$ cat src/rtl/cpu_fetch.sv
// Instruction fetch stage: owns the PC, issues one outstanding imem read at a
// time, buffers returned words in a small FIFO and applies control redirects.
module cpu_fetch #(
  parameter logic [31:0] RESET_PC = 32'h0000_0000,
  parameter int unsigned DEPTH    = 2
) (
  input  logic        clk,
  input  logic        rst_n,
  input  logic        halt,
  output logic        imem_req,
  output logic [31:0] imem_addr,
  input  logic        imem_rvalid,
  input  logic [31:0] imem_rdata,
  output logic [31:0] instr,
  output logic [31:0] instr_pc,
  output logic        instr_valid,
  input  logic        instr_ready,
  input  logic        jb_taken,
  input  logic        jb_abs,
  input  logic [31:0] jb_base_pc,
  input  logic [31:0] jb_imm,
  output logic        fetch_err
);

  localparam int unsigned PW = $clog2(DEPTH);
  localparam int unsigned CW = $clog2(DEPTH + 1);
  localparam logic [CW-1:0] DEPTH_C = CW'(DEPTH);

  typedef enum logic [1:0] {IDLE, FETCH, DRAIN} state_t;

  state_t        r_state;
  state_t        w_state_nxt;

  logic [31:0]   r_pc;
  logic [31:0]   r_addr;
  logic          r_req;
  logic          r_fetch_err;

  logic [31:0]   r_buf_instr [DEPTH];
  logic [31:0]   r_buf_pc    [DEPTH];
  logic [PW-1:0] r_rd_ptr;
  logic [PW-1:0] r_wr_ptr;
  logic [CW-1:0] r_count;

  logic          w_rsp;
  logic          w_push;
  logic          w_pop;
  logic          w_issue;
  logic [CW-1:0] w_count_nxt;
  logic [31:0]   w_target_raw;
  logic [31:0]   w_target;
  logic          w_misaligned;

  function automatic logic [31:0] redirect_target(
    input logic        abs_sel,
    input logic [31:0] base,
    input logic [31:0] imm
  );
    logic signed [31:0] sum;
    sum = $signed(base) + $signed(imm);
    return abs_sel ? imm : $unsigned(sum);
  endfunction

  function automatic logic [31:0] word_align(input logic [31:0] addr);
    return {addr[31:2], 2'b00};
  endfunction

  assign w_target_raw = redirect_target(jb_abs, jb_base_pc, jb_imm);
  assign w_target     = word_align(w_target_raw);
  assign w_misaligned = (w_target_raw[1:0] != 2'b00);

  assign instr_valid = (r_count != '0);
  assign w_pop       = instr_valid && instr_ready;

  // Next state and handshake decode; a redirect always empties the buffer,
  // and data returning for a wrong-path request is never pushed.
  always_comb begin
    w_state_nxt = r_state;
    w_rsp       = r_req && imem_rvalid;
    w_push      = 1'b0;
    w_issue     = 1'b0;
    case (r_state)
      IDLE:  w_state_nxt = FETCH;
      FETCH: begin
        w_push = w_rsp && !jb_taken;
        if (jb_taken && r_req && !imem_rvalid) begin
          w_state_nxt = DRAIN;
        end
      end
      DRAIN: begin
        if (w_rsp) begin
          w_state_nxt = FETCH;
        end
      end
      default: w_state_nxt = IDLE;
    endcase
    w_count_nxt = jb_taken ? '0 : (r_count + CW'(w_push) - CW'(w_pop));
    w_issue     = (r_state == FETCH) && !halt && !r_req && (w_count_nxt < DEPTH_C);
  end

  always_ff @(posedge clk or negedge rst_n) begin
    if (!rst_n) begin
      r_state <= IDLE;
    end else begin
      r_state <= w_state_nxt;
    end
  end

  always_ff @(posedge clk or negedge rst_n) begin
    if (!rst_n) begin
      r_pc        <= RESET_PC;
      r_addr      <= RESET_PC;
      r_req       <= 1'b0;
      r_fetch_err <= 1'b0;
      r_count     <= '0;
      r_rd_ptr    <= '0;
      r_wr_ptr    <= '0;
    end else begin
      r_fetch_err <= jb_taken && w_misaligned;

      if (jb_taken) begin
        r_pc <= w_target;
      end else if (w_push) begin
        r_pc <= r_pc + 32'd4;
      end

      // Request is held with a stable address until rvalid is seen; a fresh
      // redirect with nothing outstanding goes straight to the target.
      if (w_issue) begin
        r_req  <= 1'b1;
        r_addr <= jb_taken ? w_target : r_pc;
      end else if (w_rsp) begin
        r_req <= 1'b0;
      end

      r_count <= w_count_nxt;
      if (jb_taken) begin
        r_rd_ptr <= '0;
        r_wr_ptr <= '0;
      end else begin
        if (w_push) r_wr_ptr <= r_wr_ptr + PW'(1);
        if (w_pop)  r_rd_ptr <= r_rd_ptr + PW'(1);
      end
    end
  end

  always_ff @(posedge clk) begin
    if (w_push) begin
      r_buf_instr[r_wr_ptr] <= imem_rdata;
      r_buf_pc[r_wr_ptr]    <= r_addr;
    end
  end

  assign imem_req  = r_req;
  assign imem_addr = r_addr;
  assign fetch_err = r_fetch_err;
  assign instr     = instr_valid ? r_buf_instr[r_rd_ptr] : 32'd0;
  assign instr_pc  = instr_valid ? r_buf_pc[r_rd_ptr]    : 32'd0;

endmodule

$ cat config.mk
export PLATFORM = sky130hd
export DESIGN_NAME = cpu_fetch
export DESIGN_NICKNAME = d
export VERILOG_FILES = /design/src/rtl/cpu_fetch.sv
export SDC_FILE = /design/constraint.sdc
export NUM_CORES = 1
export LEC_CHECK = 0
export BUFFER_PORTS_ARGS = -buffer_cell sky130_fd_sc_hd__buf_2
export CAP_MARGIN = 15
export CELL_PAD_IN_SITES_DETAIL_PLACEMENT = 0
export CELL_PAD_IN_SITES_GLOBAL_PLACEMENT = 1
export CORE_MARGIN = 3
export CORE_UTILIZATION = 25
export DETAILED_ROUTE_END_ITERATION = 8
export PLACE_DENSITY_LB_ADDON = 0.15
export SLEW_MARGIN = 15
export SYNTH_ARGS = -nofsm -noshare
export SYNTH_HDL_FRONTEND = slang
export SYNTH_SLANG_ARGS = --single-unit
$ cat constraint.sdc
create_clock -name clk -period 7 [get_ports clk]
set_clock_uncertainty 0.05 [all_clocks]
set_input_delay 0.7 -clock clk [delete_from_list [all_inputs] [get_ports clk]]
set_output_delay 0.7 -clock clk [all_outputs]
set_load 0.02 [all_outputs]
==> results.sh <==
export IMPL_regArea_sq_um=5510
export IMPL_clk_transition_reported_paths_ns=0.07
export IMPL_ctsResizeCount=0
export IMPL_syn_area_per_cell_sq_um=10.6
export IMPL_area_delta_synth_final_pct=19.8
export IMPL_place_inst=1655
export IMPL_synth_edff_count=126
export IMPL_ys_ff_latch=195
export IMPL_synth_area_leader_cell="edfxtp_1"
export IMPL_ant_nets=0
export IMPL_cap_viol_max_count=0
export IMPL_routed_wl_microns=31200
export IMPL_cts_tree="done"
export IMPL_io_buffers=201
export IMPL_critPathLaunch="r_count[1]"
export IMPL_grt_overflow_total=0
export IMPL_grt_max_degree=65
export IMPL_initial_core_util_pct=25.6
export IMPL_worstSetupPathType="flip-flop to flip-flop"
export IMPL_reg2reg_to="imem_addr[25]"
export IMPL_whs_ns=0.0490
export IMPL_die_x_microns=209
export IMPL_synth_area_sq_um=10300
export IMPL_clk_root_buffer_cell="clkbuf_16"
export IMPL_required_ns=7.21
export IMPL_timing_fmax_mhz=251
export IMPL_ff2ff_setup_slack_ns=3.01
export IMPL_fin_crit_sh_pct=57.0
export IMPL_core_area_sq_um=40200
export IMPL_nFillCells=4208
export IMPL_cp_endpoint="imem_addr[25]"
export IMPL_p_leak_nw=4.86
export IMPL_grt_util_all_layers_pct=14.0
export IMPL_rows=73
export IMPL_hp_class="input pin to async pin"
export IMPL_multi_input_area_sq_um=4530
export IMPL_hold_viol_final=0
export IMPL_wire_per_inst_microns=18.5
export IMPL_synth_fp_nets=1110
export IMPL_fin_cells=1687
export IMPL_die_area_sq_um=43700
export IMPL_remaining_drc_errors=0
export IMPL_cts_sinks=195
export IMPL_diodes=0
export IMPL_status="finished, final reports clean"
export IMPL_crit_fanout=64
export IMPL_yosysWarnings=0
export IMPL_drt_iter0_drc=545
export IMPL_hpwl_microns=22500
export IMPL_via_per_inst=4.67
export IMPL_layout_drive_gt1_share_pct=22.1
export IMPL_synth_ff_type="edfxtp_1"
export IMPL_r2r_start="r_count[1]"
export IMPL_grt_pass1_wl_microns=47800
export IMPL_finalSetupViolCount=0
export IMPL_slew_viol_final=0
export IMPL_reg2reg_depth=15
export IMPL_cts_buffer_depth=2
export IMPL_rsz0062_at_grt="false"
export IMPL_synth_most_common_cell="nor2_1"
export IMPL_gp_congestion=0.811
export IMPL_async_flop_share_pct=35.4
export IMPL_yosysUniqueCellTypes=72
export IMPL_grt_pass1_vias=7781
export IMPL_synth_common_cells="nor2_1 (136), edfxtp_1 (126), nand2_1 (92), mux2i_1 (71), dfrtp_1 (69)"
export IMPL_cts_hold_buf=0
export IMPL_nNetsFinal=1287
export IMPL_ir_drop_mv=0.195
export IMPL_crit_arrival_ns=4.20
export IMPL_htree_levels=4
export IMPL_synthTopCellsByArea="edfxtp_1 (37%), dfrtp_1 (17%), mux2i_1 (6.9%)"
export IMPL_netlist_area_leader_share_pct=36.7
export IMPL_min_period_ns=3.99
export IMPL_num_io_pins=202
export IMPL_dr_pass1_iters=5
export IMPL_antenna_found_initial=0
export IMPL_slew_headroom_pct=36.8
export IMPL_vias=7877
export IMPL_worst_slew_pin_transition_ns=0.948
export IMPL_die_y_microns=209
export IMPL_fin_tns_setup_ns=0
export IMPL_cts_setup_buffers=0
export IMPL_end_kind="flip-flop"
export IMPL_cts_buffers=17
export IMPL_seq_area_frac_synth_pct=53.5
export IMPL_netlist_instances=972
export IMPL_p_per_area_nw_per_um2=314
export IMPL_crit_path_start_kind="flip-flop"
export IMPL_clock_latency_ns=0.43
## placed cells by master, fill, tap and decap left out, types with 21 or more instances in the layout
cell      synthesis  routed
buf_2             6     200
nor2_1          136     134
edfxtp_1        126     126
nand2_1          92      92
mux2i_1          71      71
dfrtp_1          69      68
a21oi_1          60      60
o21ai_0          47      47
ha_1             34      34
nand3_1          21      21
xnor2_1          21      21
## metrics by stage
stage	utilization (%)	setup slack, ns	instance area [sq um]	power (mW)
2_1_floorplan	-	2.26	10300	2.52
3_3_place_gp	29.5	2.94	11800	3.06
3_5_place_dp	29.5	2.84	11800	3.07
4_1_cts	30.7	2.93	12300	3.95
5_1_grt	30.7	2.60	12300	4.13
6_report	30.7	3.01	12300	3.87
## state kept, by name, summed over array words and instances, names as in the netlist
register,flops
fetch_err,1
r_state,2
r_buf_pc,62
r_rd_ptr,1
r_count,2
r_pc,30
imem_req,1
r_buf_instr,64
imem_addr,31
r_wr_ptr,1
## cell type report
class                           instances  area share (%)
Sequential cell                       195            44.7
Multi-Input combinational cell        708            36.7
Timing Repair Buffer                  210            8.72
Tap cell                              525            5.32
Clock buffer                           22            3.60
Inverter                               17           0.517
Clock inverter                         10           0.507
## critical path, cell delays in order, from the launching register on
cell     delay, ns
dfrtp_1       0.41
nor2_4        0.10
buf_4         0.59
inv_1         0.11
and2_1        0.22
ha_1          0.29
inv_1         0.05
ha_1          0.15
xor2_1        0.17
xnor2_1       0.14
nor2_1        0.09
or4_1         0.64
buf_4         0.31
or3_1         0.32
o21ai_0       0.09
a41oi_1       0.07
## metal layers
metal	part of all wire [%]	track usage [%]	up-vias	wire length, microns
met5	0	0	-	0
met4	0.82	2.96	0	256
met3	4.0	2.49	18	1230
met2	43	20.9	174	13500
met1	52	21.1	3752	16200
li1	-	-	3933	-
## power breakdown
part	switching, mW	total [mW]	internal (mW)
logic	0.878	1.34	0.462
registers	0.197	1.67	1.47
clock network	0.416	0.866	0.451
## logic make-up after synthesis
logic type               synth area share [%]
XOR/XNOR                                 3.23
buffers and inverters                    2.81
flip-flops                               53.5
AND/OR/NAND/NOR                          14.6
multiplexers                             7.01
AO/OA/AOI/OAI                            14.5
adder cells (fa/ha/maj)                  4.32
## how the worst min path moves through the flow
stage / from / to / slack, ns / cells past startpoint
2_1_floorplan: rst_n / fetch_err / 0.35 / 0
3_3_place_gp: imem_addr[27] / r_buf_pc[0][27] / 0.43 / 0
3_5_place_dp: imem_addr[22] / r_buf_pc[1][22] / 0.44 / 0
4_1_cts: rst_n / imem_addr[24] / 0.02 / 1
5_1_grt: rst_n / imem_addr[28] / 0.04 / 1
6_report: rst_n / imem_addr[27] / 0.05 / 1
Power figures use the tool's default switching activity.
